===== src/rtl/uart_pkg.sv =====
// Shared UART definitions: frame FSM states, data width and default bit timing.
package uart_pkg;

  // Bits per character (8N1 framing).
  localparam int DATA_BITS = 8;

  // 100 MHz system clock / 115200 baud; shared with uart_rx.
  localparam int BAUD_DIV_DEFAULT = 868;

  // Transmit frame states.
  typedef enum logic [1:0] {
    ST_IDLE  = 2'd0,
    ST_START = 2'd1,
    ST_DATA  = 2'd2,
    ST_STOP  = 2'd3
  } uart_state_e;

endpackage


===== src/rtl/uart_frame_tx_byte_fifo.sv =====
// Synchronous first-word-fall-through byte FIFO with occupancy count.
// Pushes while full and pops while empty are ignored.
module byte_fifo #(
  parameter int FIFO_AW = 4,
  parameter int DW      = 8
) (
  input  logic             clk,
  input  logic             rst,
  input  logic             push,
  input  logic             pop,
  input  logic [DW-1:0]    din,
  output logic [DW-1:0]    dout,
  output logic             full,
  output logic             empty,
  output logic [FIFO_AW:0] cnt
);

  localparam int DEPTH = 1 << FIFO_AW;

  logic [DW-1:0]      r_mem [DEPTH];
  logic [FIFO_AW-1:0] r_wr_ptr;
  logic [FIFO_AW-1:0] r_rd_ptr;
  logic [FIFO_AW:0]   r_cnt;
  logic               w_push;
  logic               w_pop;

  assign w_push = push && !full;
  assign w_pop  = pop && !empty;

  assign full  = (r_cnt == (FIFO_AW+1)'(DEPTH));
  assign empty = (r_cnt == (FIFO_AW+1)'(0));
  assign cnt   = r_cnt;
  assign dout  = r_mem[r_rd_ptr];

  // Storage array: written on an accepted push, contents need no reset.
  always_ff @(posedge clk) begin
    if (w_push) begin
      r_mem[r_wr_ptr] <= din;
    end
  end

  // Pointers wrap naturally modulo depth; count tracks push/pop balance.
  always_ff @(posedge clk or posedge rst) begin
    if (rst) begin
      r_wr_ptr <= FIFO_AW'(0);
      r_rd_ptr <= FIFO_AW'(0);
      r_cnt    <= (FIFO_AW+1)'(0);
    end else begin
      if (w_push) begin
        r_wr_ptr <= r_wr_ptr + FIFO_AW'(1);
      end
      if (w_pop) begin
        r_rd_ptr <= r_rd_ptr + FIFO_AW'(1);
      end
      case ({w_push, w_pop})
        2'b10:   r_cnt <= r_cnt + (FIFO_AW+1)'(1);
        2'b01:   r_cnt <= r_cnt - (FIFO_AW+1)'(1);
        default: r_cnt <= r_cnt;
      endcase
    end
  end

endmodule


===== src/rtl/uart_frame_tx.sv =====
// 8N1 UART transmitter fed by a valid/ready byte stream through a small FIFO.
// Frames go out LSB first; a queued byte follows a stop bit with no idle gap.
module uart_frame_tx
  import uart_pkg::*;
#(
  parameter int BAUD_DIV = BAUD_DIV_DEFAULT,
  parameter int FIFO_AW  = 4
) (
  input  logic             clk,
  input  logic             rst,
  input  logic [7:0]       d_tx,
  input  logic             vld_tx,
  output logic             rdy_tx,
  output logic             txd,
  output logic             busy,
  output logic [FIFO_AW:0] fifo_cnt
);

  localparam int BW = (BAUD_DIV > 1) ? $clog2(BAUD_DIV) : 1;
  localparam logic [BW-1:0] BAUD_LAST = BW'(BAUD_DIV - 1);
  localparam logic [2:0]    BIT_LAST  = 3'(DATA_BITS - 1);

  uart_state_e          r_state;
  logic [BW-1:0]        r_baud_cnt;
  logic [2:0]           r_bit_cnt;
  logic [DATA_BITS-1:0] r_shift;
  logic                 r_txd;

  logic                 w_full;
  logic                 w_empty;
  logic [7:0]           w_fifo_dout;
  logic                 w_baud_end;
  logic                 w_pop;

  assign w_baud_end = (r_baud_cnt == BAUD_LAST);

  // Pop when a new frame may start: from IDLE, or at the very end of STOP.
  assign w_pop = !w_empty &&
                 ((r_state == ST_IDLE) || ((r_state == ST_STOP) && w_baud_end));

  byte_fifo #(
    .FIFO_AW (FIFO_AW),
    .DW      (8)
  ) u_fifo (
    .clk   (clk),
    .rst   (rst),
    .push  (vld_tx),
    .pop   (w_pop),
    .din   (d_tx),
    .dout  (w_fifo_dout),
    .full  (w_full),
    .empty (w_empty),
    .cnt   (fifo_cnt)
  );

  assign rdy_tx = !w_full;
  assign txd    = r_txd;
  assign busy   = (r_state != ST_IDLE) || !w_empty;

  // Frame sequencer: baud counter restarts on every state change and txd is
  // updated on the same edge so each bit lasts exactly BAUD_DIV cycles.
  always_ff @(posedge clk or posedge rst) begin
    if (rst) begin
      r_state    <= ST_IDLE;
      r_baud_cnt <= BW'(0);
      r_bit_cnt  <= 3'd0;
      r_shift    <= {DATA_BITS{1'b0}};
      r_txd      <= 1'b1;
    end else begin
      case (r_state)
        ST_IDLE: begin
          r_baud_cnt <= BW'(0);
          r_bit_cnt  <= 3'd0;
          if (!w_empty) begin
            r_shift <= w_fifo_dout;
            r_state <= ST_START;
            r_txd   <= 1'b0;
          end else begin
            r_txd   <= 1'b1;
          end
        end
        ST_START: begin
          if (w_baud_end) begin
            r_state    <= ST_DATA;
            r_baud_cnt <= BW'(0);
            r_bit_cnt  <= 3'd0;
            r_txd      <= r_shift[0];
          end else begin
            r_baud_cnt <= r_baud_cnt + BW'(1);
          end
        end
        ST_DATA: begin
          if (w_baud_end) begin
            r_baud_cnt <= BW'(0);
            if (r_bit_cnt == BIT_LAST) begin
              r_state <= ST_STOP;
              r_txd   <= 1'b1;
            end else begin
              r_bit_cnt <= r_bit_cnt + 3'd1;
              r_shift   <= {1'b0, r_shift[DATA_BITS-1:1]};
              r_txd     <= r_shift[1];
            end
          end else begin
            r_baud_cnt <= r_baud_cnt + BW'(1);
          end
        end
        ST_STOP: begin
          if (w_baud_end) begin
            r_baud_cnt <= BW'(0);
            r_bit_cnt  <= 3'd0;
            if (!w_empty) begin
              r_shift <= w_fifo_dout;
              r_state <= ST_START;
              r_txd   <= 1'b0;
            end else begin
              r_state <= ST_IDLE;
              r_txd   <= 1'b1;
            end
          end else begin
            r_baud_cnt <= r_baud_cnt + BW'(1);
          end
        end
        default: begin
          r_state    <= ST_IDLE;
          r_baud_cnt <= BW'(0);
          r_bit_cnt  <= 3'd0;
          r_txd      <= 1'b1;
        end
      endcase
    end
  end

endmodule


===== config.mk =====
export PLATFORM = sky130hd
export DESIGN_NAME = uart_frame_tx
export DESIGN_NICKNAME = d
export VERILOG_FILES = /design/src/rtl/uart_pkg.sv /design/src/rtl/uart_frame_tx_byte_fifo.sv /design/src/rtl/uart_frame_tx.sv
export SDC_FILE = /design/constraint.sdc
export NUM_CORES = 1
export LEC_CHECK = 0
export ABC_AREA = 0
export CORE_AREA = 3 3 108 110
export CTS_CLUSTER_SIZE = 16
export DETAILED_ROUTE_END_ITERATION = 8
export DIE_AREA = 0 0 111 113
export PLACE_DENSITY = 0.9
export SLEW_MARGIN = 5
export SYNTH_ARGS = -nofsm -noshare
export SYNTH_HDL_FRONTEND = slang
export SYNTH_HIERARCHICAL = 1
export SYNTH_SLANG_ARGS = --single-unit

===== constraint.sdc =====
create_clock -name clk -period 9.4 [get_ports clk]
set_clock_uncertainty 0.1 [all_clocks]
set_input_delay 1.88 -clock clk [delete_from_list [all_inputs] [get_ports clk]]
set_output_delay 1.88 -clock clk [all_outputs]
set_load 0.05 [all_outputs]

==> impl_results.md <==
- Number of antenna repair diodes: 0
- Pin count of the biggest net entering global routing: 52
- Required time of the worst setup path: 7.42 ns
- Initial standard-cell utilization of the core: 0.659
- Fraction of the mapped netlist area in simple logic gates: 0.0645
- Vias in the first global route: 4,127
- Fraction of synthesized cell area taken by the top area cell type: 0.540
- Leakage power: 3.01 nW
- Post-synth top flop: sky130_fd_sc_hd__edfxtp_1
- Buffer count from post-CTS setup fixing: 0
- Worst-path fanout max: 7
- Number of I/O pins: 19
- Number of flops mapped to enable cells by yosys: 128
- Post-route setup TNS: 0 ns
- Number of placement rows: 38
- Combined area of the multi-input logic cells: 2140 sq um
- Area of the placeable core: 10,800 sq um
- Worst Max-Slew Pin Slew: 1.34 ns
- Post-layout min period: 4.37 ns
- Flop and latch count out of synthesis: 165
- Final period util: 0.465
- Later-pin clock latency in the skew report: 0.53 ns
- Number of antenna violations at the first check in global routing: 0
- Dominant combinational cell family by area after synthesis: multiplexers
- Comb power frac: 0.132
- TritonCTS clock tree: done
- Data arrival at the endpoint of the critical path: 2.39 ns
- Final Hold Viols: 0
- Switching power of the nets: 0.480 mW
- Buffers added on ports: 18
- Most numerous cell types in the synthesized netlist: sky130_fd_sc_hd__edfxtp_1, sky130_fd_sc_hd__dfrtp_1, sky130_fd_sc_hd__o21ai_0
- YS warnings: 6
- Number of setup violations in the final report: 0
- Rel. slew slack: 0.0984
- Total routing usage reported by global routing: 0.245
- Compound-Gate Fraction of Synth Area: 0.0536
- PnR worst setup slack: 5.03 ns
- Post-layout nets: 503
- Total standard cell area after synthesis: 7120 sq um
- Post-CTS sizing: 0
- Share of final-layout standard cells stronger than drive strength 1: 0.165
- First-pass GRT wire length: 22,900 microns
- Multiplexer area fraction after synthesis: 0.126
- Hold Crit Class: reg -> reg
- Largest buffer count on any clock path: 2
- Highest attainable clock frequency: 0.229 GHz
- DP Worst Slack: 4.82 ns
- Die Span X: 111 microns
- Total global routing overflow: 0
- Worst Setup Start Kind: flop
- Relative contribution of the clock network to total power: 0.356
- Run status: complete, no violations
- Area used by sequential logic in the layout: 4770 sq um
- Number of design-rule violations left by the first detailed-router iteration: 375
- Max-cap violation count: 0
- Number of fillers in the final layout: 608
- Via count of the routed design: 4,017
- Sequential element share of the synthesized area: 0.670
- Power density over the cells: 225 nW/um^2
- CTS H-tree lvls: 4
- Kind of end point of the critical path: primary output
- # clock sinks: 165
- RePlAce Congestion: 0.820
- Drt total wl: 14,400 microns
- Instance count of the mapped netlist: 455
- Worst IR drop on VDD: 0.176 mV
- Core Util, Final: 0.730
- Final instance area: 7880 sq um
- Fraction of power consumed by sequential logic: 0.512
- Die Area: 12,500 sq um
- DP Wirelength: 9100 microns
- Switching portion of total power: 0.270
- Hold buffer count at CTS: 0
- Antenna Nets Post-Route: 0
- Die Span Y: 113 microns
- Total CTS buffers: 17
- Post-synthesis share of cell area spent on full adders, half adders and majority gates: 0.0345
- Number of nets produced by synthesis: 485
- Via-per-instance ratio: 6.42
- Cell at the root of the clock tree: sky130_fd_sc_hd__clkbuf_8
- Cell area after placement: 7330 sq um
- Remaining routing DRC violations: 0
- Pins Over Slew Limit: 0
- Type of the worst setup path: reg -> out
- Number of distinct standard cells referenced by the synthesized netlist: 48
- Top cells by area in the synthesized netlist: sky130_fd_sc_hd__edfxtp_1, sky130_fd_sc_hd__dfrtp_1, sky130_fd_sc_hd__mux4_2
- Post-CTS clock slew at the launch and capture registers of the worst setup and hold paths: 0.07 ns
- Most instantiated library cell after synthesis: sky130_fd_sc_hd__edfxtp_1
- Unrepaired setup endpoints after global routing: false
- Post-synth top area cell: sky130_fd_sc_hd__edfxtp_1
- Cell internal pwr: 1.30 mW
- Growth of design area from synthesis to finish: 10.7%
- Asr flop ratio synth: 0.224
- Wire per inst: 23.1 microns
- Pre-antenna DRT Iters: 5
- Xor and xnor area share after synthesis: 0.0222
- Mean post-synth cell area: 15.6 sq um
## layout by cell type (no fill, tap or decap), types with 10 or more instances in the layout
| master | n |
|---|---|
| sky130_fd_sc_hd__dfrtp_1 | 35 |
| sky130_fd_sc_hd__clkdlybuf4s50_1 | 18 |
| sky130_fd_sc_hd__nor2_1 | 24 |
| sky130_fd_sc_hd__a21oi_1 | 11 |
| sky130_fd_sc_hd__nand2_1 | 26 |
| sky130_fd_sc_hd__edfxtp_1 | 128 |
| sky130_fd_sc_hd__o21ai_0 | 28 |
| sky130_fd_sc_hd__mux2i_1 | 25 |
| sky130_fd_sc_hd__inv_1 | 15 |
| sky130_fd_sc_hd__mux4_2 | 16 |
| sky130_fd_sc_hd__ha_1 | 18 |
| sky130_fd_sc_hd__mux2_2 | 23 |
| sky130_fd_sc_hd__xnor2_1 | 10 |
| sky130_fd_sc_hd__clkbuf_16 | 16 |
## layer usage
metal  up-vias  part of all wire  track usage
met4         0             0.035        0.117
met3        40             0.068       0.0658
met2       187              0.51        0.406
met1      2032              0.39        0.305
li1       1758                 -            -
met5         -                 0            0
## path summary, 6_finish.rpt
| path | start | endpoint | slack (ns) | cells past startpoint |
|---|---|---|---|---|
| setup / recovery | u_fifo/cnt[0] | busy | 5.03 | 4 |
| hold / removal | txd | txd | 0.40 | 2 |
| setup reg to reg | r_baud_cnt[0] | u_fifo/cnt[4] | 5.66 | 14 |
| hold reg to reg | txd | txd | 0.40 | 2 |
| max in group asynchronous | rst | r_shift[7] | 6.84 | 2 |
| min in group asynchronous | rst | u_fifo/r_rd_ptr[2] | 1.61 | 2 |
## critical path, stage by stage, from the launching register on
cell	delay (ns)
sky130_fd_sc_hd__dfrtp_1	0.46
sky130_fd_sc_hd__nor4_2	0.34
sky130_fd_sc_hd__and2b_1	0.29
sky130_fd_sc_hd__nand2_1	0.08
sky130_fd_sc_hd__clkdlybuf4s50_1	0.70
## cells by family after synthesis
family,count (synthesis)
adders and majority gates,19
muxes,66
xor gates and xnor gates,18
DFF,165
and+or+nand+nor,91
AOI/OAI and AO/OA,61
buffers and inverters,35
## power groups by stage
stage | Combinational [mW] | Sequential [mW] | Clock (mW)
6_report | 0.234 | 0.910 | 0.632
3_5_place_dp | 0.230 | 0.921 | 0
3_3_place_gp | 0.218 | 0.914 | 0
2_1_floorplan | 0.129 | 0.936 | 0
5_1_grt | 0.252 | 0.916 | 0.675
4_1_cts | 0.234 | 0.908 | 0.643
## stage by stage
stage | cells | power [mW] | hold WS (ns)
global placement | 594 | 1.13 | 0.369
floorplan | 455 | 1.07 | 0.348
CTS | 626 | 1.78 | 0.394
global route | 626 | 1.84 | 0.418
finish | 626 | 1.78 | 0.395
detailed placement | 594 | 1.15 | 0.385
## final cells by class
class                   count  area share
inverters                  15     0.00715
multi-input cells         255       0.272
flip-flops and latches    165       0.606
clock inverters            14      0.0159
clock buffers              18      0.0530
well taps                 140      0.0222
repair buffers             19      0.0238
## registers in the layout, summed over array words and instances (netlist names)
signal / flops
r_baud_cnt: 10
r_bit_cnt: 3
r_shift: 8
r_state: 2
txd: 1
u_fifo/cnt: 5
u_fifo/r_mem: 128
u_fifo/r_rd_ptr: 4
u_fifo/r_wr_ptr: 4
Power figures use the tool's default switching activity.
